File: src/rtl/instr_loader_pkg.sv
// Shared definitions for the program loader: word width and FSM states.
// Exposes DEF_WORD_WIDTH, state_t and the is_busy() state helper.
package instr_loader_pkg;

  localparam int DEF_WORD_WIDTH = 16;

  typedef enum logic [1:0] {
    ST_IDLE   = 2'd0,
    ST_HEADER = 2'd1,
    ST_LOAD   = 2'd2,
    ST_DONE   = 2'd3
  } state_t;

  function automatic logic is_busy(input state_t s);
    return (s == ST_HEADER) || (s == ST_LOAD);
  endfunction

endpackage

File: src/rtl/instr_loader_byte_packer.sv
// Packs a big-endian byte stream into W-bit words.
// Ports: clk, reset, i_clr (drop partial word), i_en (byte accepted),
//   i_byte, o_word_valid (word completes this cycle), o_word.
module instr_loader_byte_packer #(
  parameter int W = 16
) (
  input  logic         clk,
  input  logic         reset,
  input  logic         i_clr,
  input  logic         i_en,
  input  logic [7:0]   i_byte,
  output logic         o_word_valid,
  output logic [W-1:0] o_word
);

  localparam int BPW = W / 8;
  localparam int CW  = (BPW > 1) ? $clog2(BPW) : 1;

  logic [W-1:0]  r_shift;
  logic [CW-1:0] r_cnt;
  logic          w_last;

  assign w_last = (r_cnt == CW'(BPW - 1));

  // Word is formed combinationally so the loader can
  // register the write on the same edge the last byte lands.
  assign o_word       = (r_shift << 8) | W'(i_byte);
  assign o_word_valid = i_en && w_last;

  always_ff @(posedge clk) begin
    if (reset || i_clr) begin
      r_shift <= '0;
      r_cnt   <= '0;
    end else if (i_en) begin
      r_shift <= o_word;
      r_cnt   <= w_last ? '0 : r_cnt + CW'(1);
    end
  end

endmodule

File: src/rtl/instr_loader.sv
// Program loader: streams a header word N plus N words into instr memory,
// holding the CPU in reset until done.
// Ports: clk, reset, start, in_data/in_valid/in_ready (byte stream),
//   wr_en/wr_addr/wr_data (memory write), cpu_hold, busy, done, checksum.
module instr_loader
  import instr_loader_pkg::*;
#(
  parameter int WORD_WIDTH = DEF_WORD_WIDTH
) (
  input  logic                  clk,
  input  logic                  reset,
  input  logic                  start,
  input  logic [7:0]            in_data,
  input  logic                  in_valid,
  output logic                  in_ready,
  output logic                  wr_en,
  output logic [WORD_WIDTH-1:0] wr_addr,
  output logic [WORD_WIDTH-1:0] wr_data,
  output logic                  cpu_hold,
  output logic                  busy,
  output logic                  done,
  output logic [WORD_WIDTH-1:0] checksum
);

  state_t r_state;
  state_t w_next;

  logic                  r_in_ready;
  logic                  r_wr_en;
  logic [WORD_WIDTH-1:0] r_wr_addr;
  logic [WORD_WIDTH-1:0] r_wr_data;
  logic                  r_cpu_hold;
  logic                  r_busy;
  logic                  r_done;
  logic [WORD_WIDTH-1:0] r_chk;
  logic [WORD_WIDTH-1:0] r_n;
  logic [WORD_WIDTH-1:0] r_idx;

  logic                  w_accept;
  logic                  w_restart;
  logic                  w_word_valid;
  logic [WORD_WIDTH-1:0] w_word;
  logic                  w_last_word;
  logic                  w_hdr_word;
  logic                  w_load_word;

  assign w_accept    = in_valid && r_in_ready;
  assign w_restart   = start &&
                       ((r_state == ST_IDLE) || (r_state == ST_DONE));
  assign w_last_word = (r_idx == r_n - WORD_WIDTH'(1));
  assign w_hdr_word  = w_word_valid && (r_state == ST_HEADER);
  assign w_load_word = w_word_valid && (r_state == ST_LOAD);

  instr_loader_byte_packer #(
    .W(WORD_WIDTH)
  ) u_packer (
    .clk          (clk),
    .reset        (reset),
    .i_clr        (w_restart),
    .i_en         (w_accept),
    .i_byte       (in_data),
    .o_word_valid (w_word_valid),
    .o_word       (w_word)
  );

  always_ff @(posedge clk) begin
    if (reset) r_state <= ST_IDLE;
    else       r_state <= w_next;
  end

  always_comb begin
    w_next = r_state;
    unique case (1'b1)
      (r_state == ST_IDLE): begin
        if (start) w_next = ST_HEADER;
      end
      (r_state == ST_HEADER): begin
        if (w_word_valid)
          w_next = (w_word == '0) ? ST_DONE : ST_LOAD;
      end
      (r_state == ST_LOAD): begin
        if (w_word_valid && w_last_word) w_next = ST_DONE;
      end
      (r_state == ST_DONE): begin
        if (start) w_next = ST_HEADER;
      end
      default: w_next = ST_IDLE;
    endcase
  end

  // Status outputs are registered from the next state so they
  // line up with the state they describe.
  always_ff @(posedge clk) begin
    if (reset) begin
      r_in_ready <= 1'b0;
      r_wr_en    <= 1'b0;
      r_wr_addr  <= '0;
      r_wr_data  <= '0;
      r_cpu_hold <= 1'b1;
      r_busy     <= 1'b0;
      r_done     <= 1'b0;
      r_chk      <= '0;
      r_n        <= '0;
      r_idx      <= '0;
    end else begin
      r_in_ready <= is_busy(w_next);
      r_busy     <= is_busy(w_next);
      r_done     <= (w_next == ST_DONE);
      r_cpu_hold <= (w_next != ST_DONE);
      r_wr_en    <= 1'b0;
      if (w_restart) begin
        r_idx <= '0;
        r_chk <= '0;
      end
      if (w_hdr_word) begin
        r_n   <= w_word;
        r_idx <= '0;
      end
      if (w_load_word) begin
        r_wr_en   <= 1'b1;
        r_wr_addr <= r_idx;
        r_wr_data <= w_word;
        r_chk     <= r_chk + w_word;
        r_idx     <= r_idx + WORD_WIDTH'(1);
      end
    end
  end

  assign in_ready = r_in_ready;
  assign wr_en    = r_wr_en;
  assign wr_addr  = r_wr_addr;
  assign wr_data  = r_wr_data;
  assign cpu_hold = r_cpu_hold;
  assign busy     = r_busy;
  assign done     = r_done;
  assign checksum = r_chk;

endmodule

File: config.mk
export PLATFORM = sky130hd
export DESIGN_NAME = instr_loader
export DESIGN_NICKNAME = d
export VERILOG_FILES = /design/src/rtl/instr_loader_pkg.sv /design/src/rtl/instr_loader_byte_packer.sv /design/src/rtl/instr_loader.sv
export SDC_FILE = /design/constraint.sdc
export NUM_CORES = 1
export LEC_CHECK = 0
export CAP_MARGIN = 20
export CORE_MARGIN = 2
export CORE_UTILIZATION = 40
export CTS_CLUSTER_SIZE = 20
export DETAILED_ROUTE_END_ITERATION = 16
export GPL_ROUTABILITY_DRIVEN = 0
export SLEW_MARGIN = 20
export SYNTH_ARGS = -nofsm -noshare
export SYNTH_HDL_FRONTEND = slang
export SYNTH_SLANG_ARGS = --single-unit
File: constraint.sdc
create_clock -name clk -period 3.15 [get_ports clk]
set_input_delay 0.63 -clock clk [delete_from_list [all_inputs] [get_ports clk]]
set_output_delay 0.63 -clock clk [all_outputs]
set_load 0.01 [all_outputs]
==> flow_summary.toml, run 1 <==
[outcome]
status = "complete, no violations"

[detailed_routing]
ant_nets = 0
drtPass1Iterations = 5
vias = 4530
route.detailed.drc = 0
vias_per_cell = 5.52
wl_um = 13400
wl_per_cell_um = 16.3
drt-initial-drc-count = 254

[power_and_ir_drop]
peakVddDrop_mv = 0.246
p_leak_nw = 2.11
powerDensity_mw_per_mm2 = 411

[clocking]
htree_levels = 3
ctsResizeCount = 0
clk_latency_ps = 340
postCtsSetupBuffers = 0
clkSinkCount = 95
cts_made_buffers = 9
cts_tree = "built"
cts_max_path_buffers = 2
path_clk_slew_ps = 70
cts_hold_buf = 0
root_buffer = "clkbuf_16"

[yosys]
synth-simple-area-share_pct = 24.6
syn_nets = 655
synth_cells = 621
async_flop_share_pct = 0
synth_compound_area_share_pct = 21.2
syn_area_per_cell_um2 = 7.89
synthMuxAreaShare_pct = 0
syn-cell-area_mm2 = 0.00490
yosysSeqAreaShare_pct = 38.8
ys_ff_latch = 95
synthAdderAreaFrac_pct = 5.77
synth_xor_xnor_area_share_pct = 5.72
yosys_warnings = 0
synth_top_family_by_area = "simple AND/OR/NAND/NOR gates"
ys_types = 60
synthFlopType = "dfxtp_1"
synth_edf_count = 0

[global_route]
grt_max_degree = 73
grt_pass1_vias = 4309
antenna_found_initial = 0
track_usage_pct = 21.1
grt_overflow = 0
grt_pass1_wl_um = 21900

[die]
start_util_pct = 41.0
core_mm2 = 0.0120
die_w_um = 115
ios = 65
die_area_mm2 = 0.0132
placementRows = 40
die_h_um = 115

[final_layout]
fin_area_mm2 = 0.00592
area_growth_pct = 20.9
mostFrequentLayoutCells = "nand2_1 (145), dfxtp_1 (95), a21oi_1 (83), clkdlybuf4s50_1 (63), nor2_1 (34)"
nets = 704
final_common_cell = "nand2_1"
fill_cells = 1153
antenna_cells = 0
layout-drive-gt1-share_pct = 5.93

[timing]
finalCritPeriodShare_pct = 87.3
rsz0062_at_grt = "no"
slew_violations = 0
maxSlewHeadroom_pct = 48.8
worst_slew_pin_slew_ps = 768
finalClockSkew_ps = 4.71
tns_ps = 0
hold_slack_ps = 452
fin_crit_ps = 2750
hold_violations = 0
finalSetupViolations = 0
fmax_mhz = 364

[run]
drv_cap = 0

[critical_path]
r2r_cells = 10
cp_data_required_time_ps = 3360
cp_max_fo = 7
crit_type = "reg2reg"
cp-end-kind = "flip-flop"
r2r_end = "busy"
reg2reg_from = "r_n[0]"
r2r_setup_slack_ps = 400
arrival_ps = 2960
worstSetupStartpointType = "flip-flop"

[hold_path]
worstHoldEndpoint = "wr_addr[5]"
hold_path_class = "reg2reg"
min_from = "wr_addr[5]"
worstHoldPathCells = 2

[placement]
dpl_cell_area_mm2 = 0.00564
io_buffers = 64
dp_hpwl_um = 9530
==> state kept, by name, indices dropped and copies added (netlist names) <==
register          cells
busy                  1
checksum             16
cpu_hold              1
done                  1
r_idx                16
r_n                  16
r_state               2
u_packer.r_cnt        1
u_packer.r_shift      8
wr_addr              16
wr_data              16
wr_en                 1
==> power breakdown <==
part	total [mW]	leakage (nW)	switching [mW]	internal, mW
logic	0.131	1.20	0.0827	0.0487
registers	1.22	0.766	0.0112	1.21
clock network	1.09	0.135	0.474	0.613
total	2.44	2.11	0.568	1.87
==> synthesized netlist by cell type (3+ instances only) <==
master / instances / share of area (%)
o21ai_0: 27 / 2.8
or3_1: 3 / 0.38
o21a_1: 3 / 0.46
nand3_1: 15 / 1.5
a22oi_1: 5 / 0.77
dfxtp_1: 95 / 39
nor2b_1: 5 / 0.64
nand4b_1: 5 / 0.89
nand2_1: 145 / 11
o211ai_1: 3 / 0.46
a211oi_1: 6 / 0.92
a311oi_1: 5 / 0.89
nor4_1: 7 / 0.89
a21oi_1: 83 / 8.5
a31oi_1: 7 / 0.89
nor2_1: 34 / 2.6
and2_1: 5 / 0.64
nand4_1: 6 / 0.77
clkbuf_1: 25 / 1.9
and3_1: 6 / 0.77
a21o_1: 4 / 0.61
xnor2_1: 20 / 3.6
o31ai_1: 4 / 0.61
buf_2: 8 / 0.82
ha_1: 21 / 5.4
a211o_1: 3 / 0.54
nor3_1: 5 / 0.51
inv_1: 9 / 0.69
xor2_1: 12 / 2.1
==> how the worst max path moves through the flow <==
stage	from	to	slack, ps
5_1_grt	r_n[0]	busy	130
2_1_floorplan	r_n[0]	busy	790
6_report	r_n[0]	busy	400
3_5_place_dp	in_data[1]	checksum[15]	110
4_1_cts	r_n[0]	busy	390
3_3_place_gp	in_data[6]	checksum[15]	220
==> through the flow <==
step	instances	setup WS (ps)	total power, mW	utilization (%)
2_1_floorplan	621	786	1.32	-
3_3_place_gp	806	224	1.37	47.1
3_5_place_dp	806	107	1.38	47.1
4_1_cts	821	390	2.46	49.5
5_1_grt	821	131	2.54	49.5
6_report	821	400	2.44	49.5
==> cells by family (layout without fill, tap and decap cells) <==
family | after synthesis | in the layout
buf+inv | 45 | 98
xor+xnor | 32 | 32
fa+ha+maj | 22 | 22
compound gates | 171 | 171
simple gates | 256 | 256
flops | 95 | 95
==> critical path, stage by stage (launching register included) <==
cell and delay (ps):
dfxtp_1 370, inv_1 80, ha_1 260, nor4b_2 420
nand4b_1 170, xnor2_1 160, nor3_1 180, o2111ai_1 210
o31ai_1 360, ha_1 290, nor2b_1 120
==> final cells by class <==
cell class	instances	area [um^2]	area share [%]
Inverter	9	33.8	0.570
Clock inverter	5	58.8	0.993
Timing Repair Buffer	74	711	12.0
Clock buffer	10	229	3.87
Tap cell	147	184	3.11
Multi-Input combinational cell	481	2810	47.4
Sequential cell	95	1900	32.1
==> routing by layer <==
layer | GRT usage (%) | routed length, um
met4 | 6.02 | 70
met3 | 5.72 | 823
met5 | 0 | 0
met2 | 33.0 | 6060
met1 | 28.5 | 6440
No activity file was read; power rests on OpenSTA's default activity.
==> run 2, diff against run 1 <==
--- a/config.mk
+++ b/config.mk
@@ -11,6 +11,7 @@
 export CTS_CLUSTER_SIZE = 20
 export DETAILED_ROUTE_END_ITERATION = 16
 export GPL_ROUTABILITY_DRIVEN = 0
+export REMOVE_ABC_BUFFERS = 1
 export SLEW_MARGIN = 20
 export SYNTH_ARGS = -nofsm -noshare
 export SYNTH_HDL_FRONTEND = slang
==> flow_summary.toml, run 2 (synthesized netlist as in run 1, its figures left out) <==
[run]
drv_cap = 0

[global_route]
grt_util_met3_pct = 4.82
antenna_found_initial = 0
grt_overflow = 0
grt_max_degree = 73
gr-usage-met1_pct = 26.6
grt_pass1_vias = 4222
grt_pass1_wl_um = 21300
grt.busiest_layer = "met2"
track_usage_pct = 20.5
grt_use_met2_pct = 32.2

[outcome]
status = "complete, no violations"

[placement]
dp_hpwl_um = 9250
placedCellCount = 811
io_buffers = 64

[detailed_routing]
drtPass1Iterations = 4
wl_per_cell_um = 15.7
ant_nets = 0
vias_per_cell = 5.46
route.detailed.drc = 0
vias = 4507
drt-initial-drc-count = 236
wl_um = 12900

[clocking]
path_clk_slew_ps = 70
cts_made_buffers = 9
cts_hold_buf = 0
htree_levels = 3
ctsResizeCount = 0
cts_tree = "built"
clk_latency_ps = 350
clkSinkCount = 95
cts_max_path_buffers = 2
postCtsSetupBuffers = 0
root_buffer = "clkbuf_16"

[power_and_ir_drop]
totalPowerFinal_mw = 2.36
powerDensity_mw_per_mm2 = 398
p_leak_nw = 2.12
peakVddDrop_mv = 0.193

[critical_path]
crit_type = "reg2reg"
crit_slowest_cell = "or4b_4"
r2r_end = "busy"
slowest_delay_ps = 530
reg2reg_from = "r_n[0]"
cp_top_family = "simple AND/OR/NAND/NOR gates"
cp-end-kind = "flip-flop"
cp_data_required_time_ps = 3360
worstPathCellList = "inv_1 -> ha_1 -> or4b_4 -> xnor2_1 -> nor3b_1 -> o2111ai_1 -> o31ai_1 -> ha_1 -> nor2b_1"
cp_num_buf_inv = 1
crit_cells = 9
worstSetupStartpointType = "flip-flop"
crit_end = "busy"
critPathLaunch = "r_n[0]"
r2r_setup_slack_ps = 400
arrival_ps = 2960
r2r_cells = 9
crit_path_frequent_cell = "ha_1"
cp_max_fo = 7

[final_layout]
area_growth_pct = 21.3
stdcell_count = 826
layout-drive-gt1-share_pct = 6.77
fill_cells = 1158
final_common_cell = "nand2_1"
seqCellArea_mm2 = 0.00190
mostFrequentLayoutCells = "nand2_1 (145), dfxtp_1 (95), a21oi_1 (83), clkdlybuf4s50_1 (63), nor2_1 (34)"
multi_input_area_mm2 = 0.00281
antenna_cells = 0
nets = 709

[timing]
finalClockSkew_ps = 9.72
fin_crit_ps = 2750
slew_violations = 0
hold_slack_ps = 452
hold_violations = 0
finalSetupViolations = 0
worst_slew_pin_slew_ps = 774
fmax_mhz = 363
rsz0062_at_grt = "no"
tns_ps = 0
maxSlewHeadroom_pct = 48.4
finalCritPeriodShare_pct = 87.3

[die]
ios = 65
die_h_um = 115
start_util_pct = 41.0
core_mm2 = 0.0120
die_area_mm2 = 0.0132
die_w_um = 115
placementRows = 40

[hold_path]
hold_path_class = "reg2reg"
==> run 2: cell count changes in the layout (fill, tap and decap cells not counted) <==
cell	before	now
clkbuf_1	1	0
buf_4	10	15
bufinv_16	1	0
clkinv_4	0	2
==> run 2: final cells by class <==
cell class              instances  area share, %
multi-input cells             481           47.2
well taps                     147           3.09
clock buffers                   9           3.79
repair buffers                 79           12.6
flip-flops and latches         95           32.0
clock inverters                 6          0.779
inverters                       9          0.568
==> run 2: how the worst min path moves through the flow <==
| stage | slack (ps) | endpoint | startpoint | cells past startpoint |
|---|---|---|---|---|
| finish | 450 | wr_addr[6] | wr_addr[6] | 2 |
| floorplan | 440 | r_n[15] | r_n[15] | 2 |
| detailed placement | 450 | wr_addr[7] | wr_addr[7] | 2 |
| global route | 480 | wr_addr[12] | wr_addr[12] | 2 |
| CTS | 460 | wr_addr[7] | wr_addr[7] | 2 |
| global placement | 440 | wr_addr[7] | wr_addr[7] | 2 |
==> run 2: through the flow <==
stage	instance area [um^2]	worst slack, ps	utilization [%]
3_5_place_dp	5670	117	47.4
2_1_floorplan	4740	160	-
4_1_cts	5940	389	49.7
6_report	5940	398	49.7
5_1_grt	5940	150	49.7
3_3_place_gp	5670	212	47.4
==> run 2: layer usage <==
layer | routed length [um] | share of wire, %
met1 | 5830 | 45
met2 | 5980 | 46
met3 | 729 | 5.6
met4 | 401 | 3.1
met5 | 0 | 0
==> run 2: report_power, final <==
| group | internal (mW) | total, mW | switching, mW |
|---|---|---|---|
| Sequential | 1.21 | 1.22 | 0.0115 |
| Combinational | 0.0493 | 0.131 | 0.0815 |
| Clock | 0.534 | 1.02 | 0.481 |
==> run 2: worst min-delay path: cells and delay by family, from the launching register on <==
kind	cells	cell delay [ps]
flops	1	310
simple gates	1	50
compound gates	1	50
==> run 3, diff against run 2 <==
--- a/config.mk
+++ b/config.mk
@@ -7,11 +7,13 @@
 export LEC_CHECK = 0
 export CAP_MARGIN = 20
 export CORE_MARGIN = 2
-export CORE_UTILIZATION = 40
+export CORE_UTILIZATION = 55
 export CTS_CLUSTER_SIZE = 20
 export DETAILED_ROUTE_END_ITERATION = 16
 export GPL_ROUTABILITY_DRIVEN = 0
+export PLACE_DENSITY = 0.8
 export REMOVE_ABC_BUFFERS = 1
+export SETUP_SLACK_MARGIN = 0.3
 export SLEW_MARGIN = 20
 export SYNTH_ARGS = -nofsm -noshare
 export SYNTH_HDL_FRONTEND = slang
==> flow_summary.toml, run 3 (synthesized netlist as in run 1, its figures left out) <==
[clocking]
cts_tree = "built"
cts_hold_buf = 0
clk_latency_ps = 370
cts_made_buffers = 9
root_buffer = "clkbuf_8"
htree_levels = 3
path_clk_slew_ps = 110
cts_max_path_buffers = 2
clkSinkCount = 95

[detailed_routing]
maxUsedRoutingLayer = "met4"
wl_um = 12500
route.detailed.drc = 0
wl_met1_um = 5630
vias = 4622
drt-initial-drc-count = 258
route.met3.wl_um = 751
wl_per_cell_um = 15.9
drtPass1Iterations = 5
vias_per_cell = 5.88
ant_nets = 0
met2_length_um = 5930

[global_route]
grt_pass1_vias = 4256
track_usage_pct = 26.1
grt_overflow = 0
grt_pass1_wl_um = 20700
antenna_found_initial = 0
grt_max_degree = 73

[critical_path]
cp_max_fo = 7
worstSetupStartpointType = "flip-flop"
crit_slowest_cell = "or4b_4"
crit_type = "reg2reg"
r2r_setup_slack_ps = 440
slowest_delay_ps = 530
crit_path_frequent_cell = "ha_1"
cp_data_required_time_ps = 3380
worstPathCellList = "inv_1 -> ha_1 -> or4b_4 -> xnor2_1 -> nor3b_1 -> o2111ai_2 -> o31ai_2 -> ha_1 -> nor2b_1"
arrival_ps = 2940
cp_top_family = "simple AND/OR/NAND/NOR gates"
cp-end-kind = "flip-flop"
cp_num_buf_inv = 1

[final_layout]
area_growth_pct = 18.9
fin_area_mm2 = 0.00583
utilization_pct = 67.1
mostFrequentLayoutCells = "nand2_1 (145), dfxtp_1 (95), a21oi_1 (83), clkdlybuf4s50_1 (63), nor2_1 (34)"
layout-drive-gt1-share_pct = 6.93
nets = 707
antenna_cells = 0
final_common_cell = "nand2_1"
fill_cells = 748

[outcome]
status = "complete, no violations"

[power_and_ir_drop]
peakVddDrop_mv = 0.233
p_leak_nw = 2.10
powerDensity_mw_per_mm2 = 369

[placement]
dp_hpwl_um = 8630
dpl_cell_area_mm2 = 0.00560
io_buffers = 64

[die]
ios = 65
die_area_mm2 = 0.00968
placementRows = 34
die_w_um = 98.4
die_h_um = 98.4
start_util_pct = 56.5
core_mm2 = 0.00868

[timing]
finalCritPeriodShare_pct = 86.1
hold_violations = 0
rsz0062_at_grt = "no"
maxSlewHeadroom_pct = 50.4
slew_violations = 0
finalSetupViolations = 0
tns_ps = 0
worst_slew_pin_slew_ps = 743
fmax_mhz = 369
fin_crit_ps = 2710
finalClockSkew_ps = 12.3

[hold_path]
hold_path_class = "reg2reg"

[run]
drv_cap = 0
-- run 3: cell types whose count changed in the layout (fill, tap and decap cells not counted), moves of 2 or more --
cell,change
clkbuf_16,-9
clkbuf_8,+9
buf_4,-2
inv_8,+2
-- run 3: final cells by class --
class	count	area (um^2)	area share [%]
clock buffer	9	124	2.13
inverter	9	33.8	0.580
timing repair buffer	77	733	12.6
sequential	95	1900	32.6
multi-input combinational	481	2830	48.5
clock inverter	7	72.6	1.25
tap	108	135	2.32
-- run 3: path summary, 6_finish.rpt --
check,from,cells past startpoint,end
worst max-delay path,r_n[0],9,busy
worst min-delay path,wr_data[14],2,wr_data[14]
worst max register to register,r_n[0],9,busy
worst min register to register,wr_data[14],2,wr_data[14]
-- run 3: timing repair --
| item | CTS | global route |
|---|---|---|
| setup buffers | 0 | 1 |
| cloned | 0 | 0 |
| resized for setup | 1 | 2 |
| pin swaps | 0 | 0 |
| endpoints found under the setup margin | 1 | 2 |
-- run 3: stage by stage --
step	std cells	total power, mW	setup slack [ps]	hold WS, ps
CTS	785	2.16	336	460
finish	786	2.15	438	456
detailed placement	769	1.37	209	445
floorplan	585	1.30	160	442
global route	786	2.22	285	481
global placement	769	1.37	265	440
-- run 3: where the power goes --
group          leakage, nW  switching (mW)  internal, mW
clock network       0.0970           0.491         0.312
registers            0.766          0.0114          1.21
logic                 1.23          0.0808        0.0505
-- run 3: worst min-delay path, cell delays in order (launching register included) --
cell     delay (ps)
dfxtp_1         320
nand2_1          50
a21oi_1          50
-- run 3: routing by layer --
metal,vias up,GRT usage [%]
met5,-,0
met4,0,6.85
met3,12,4.51
met2,154,43.6
met1,2162,35.0
li1,2294,-
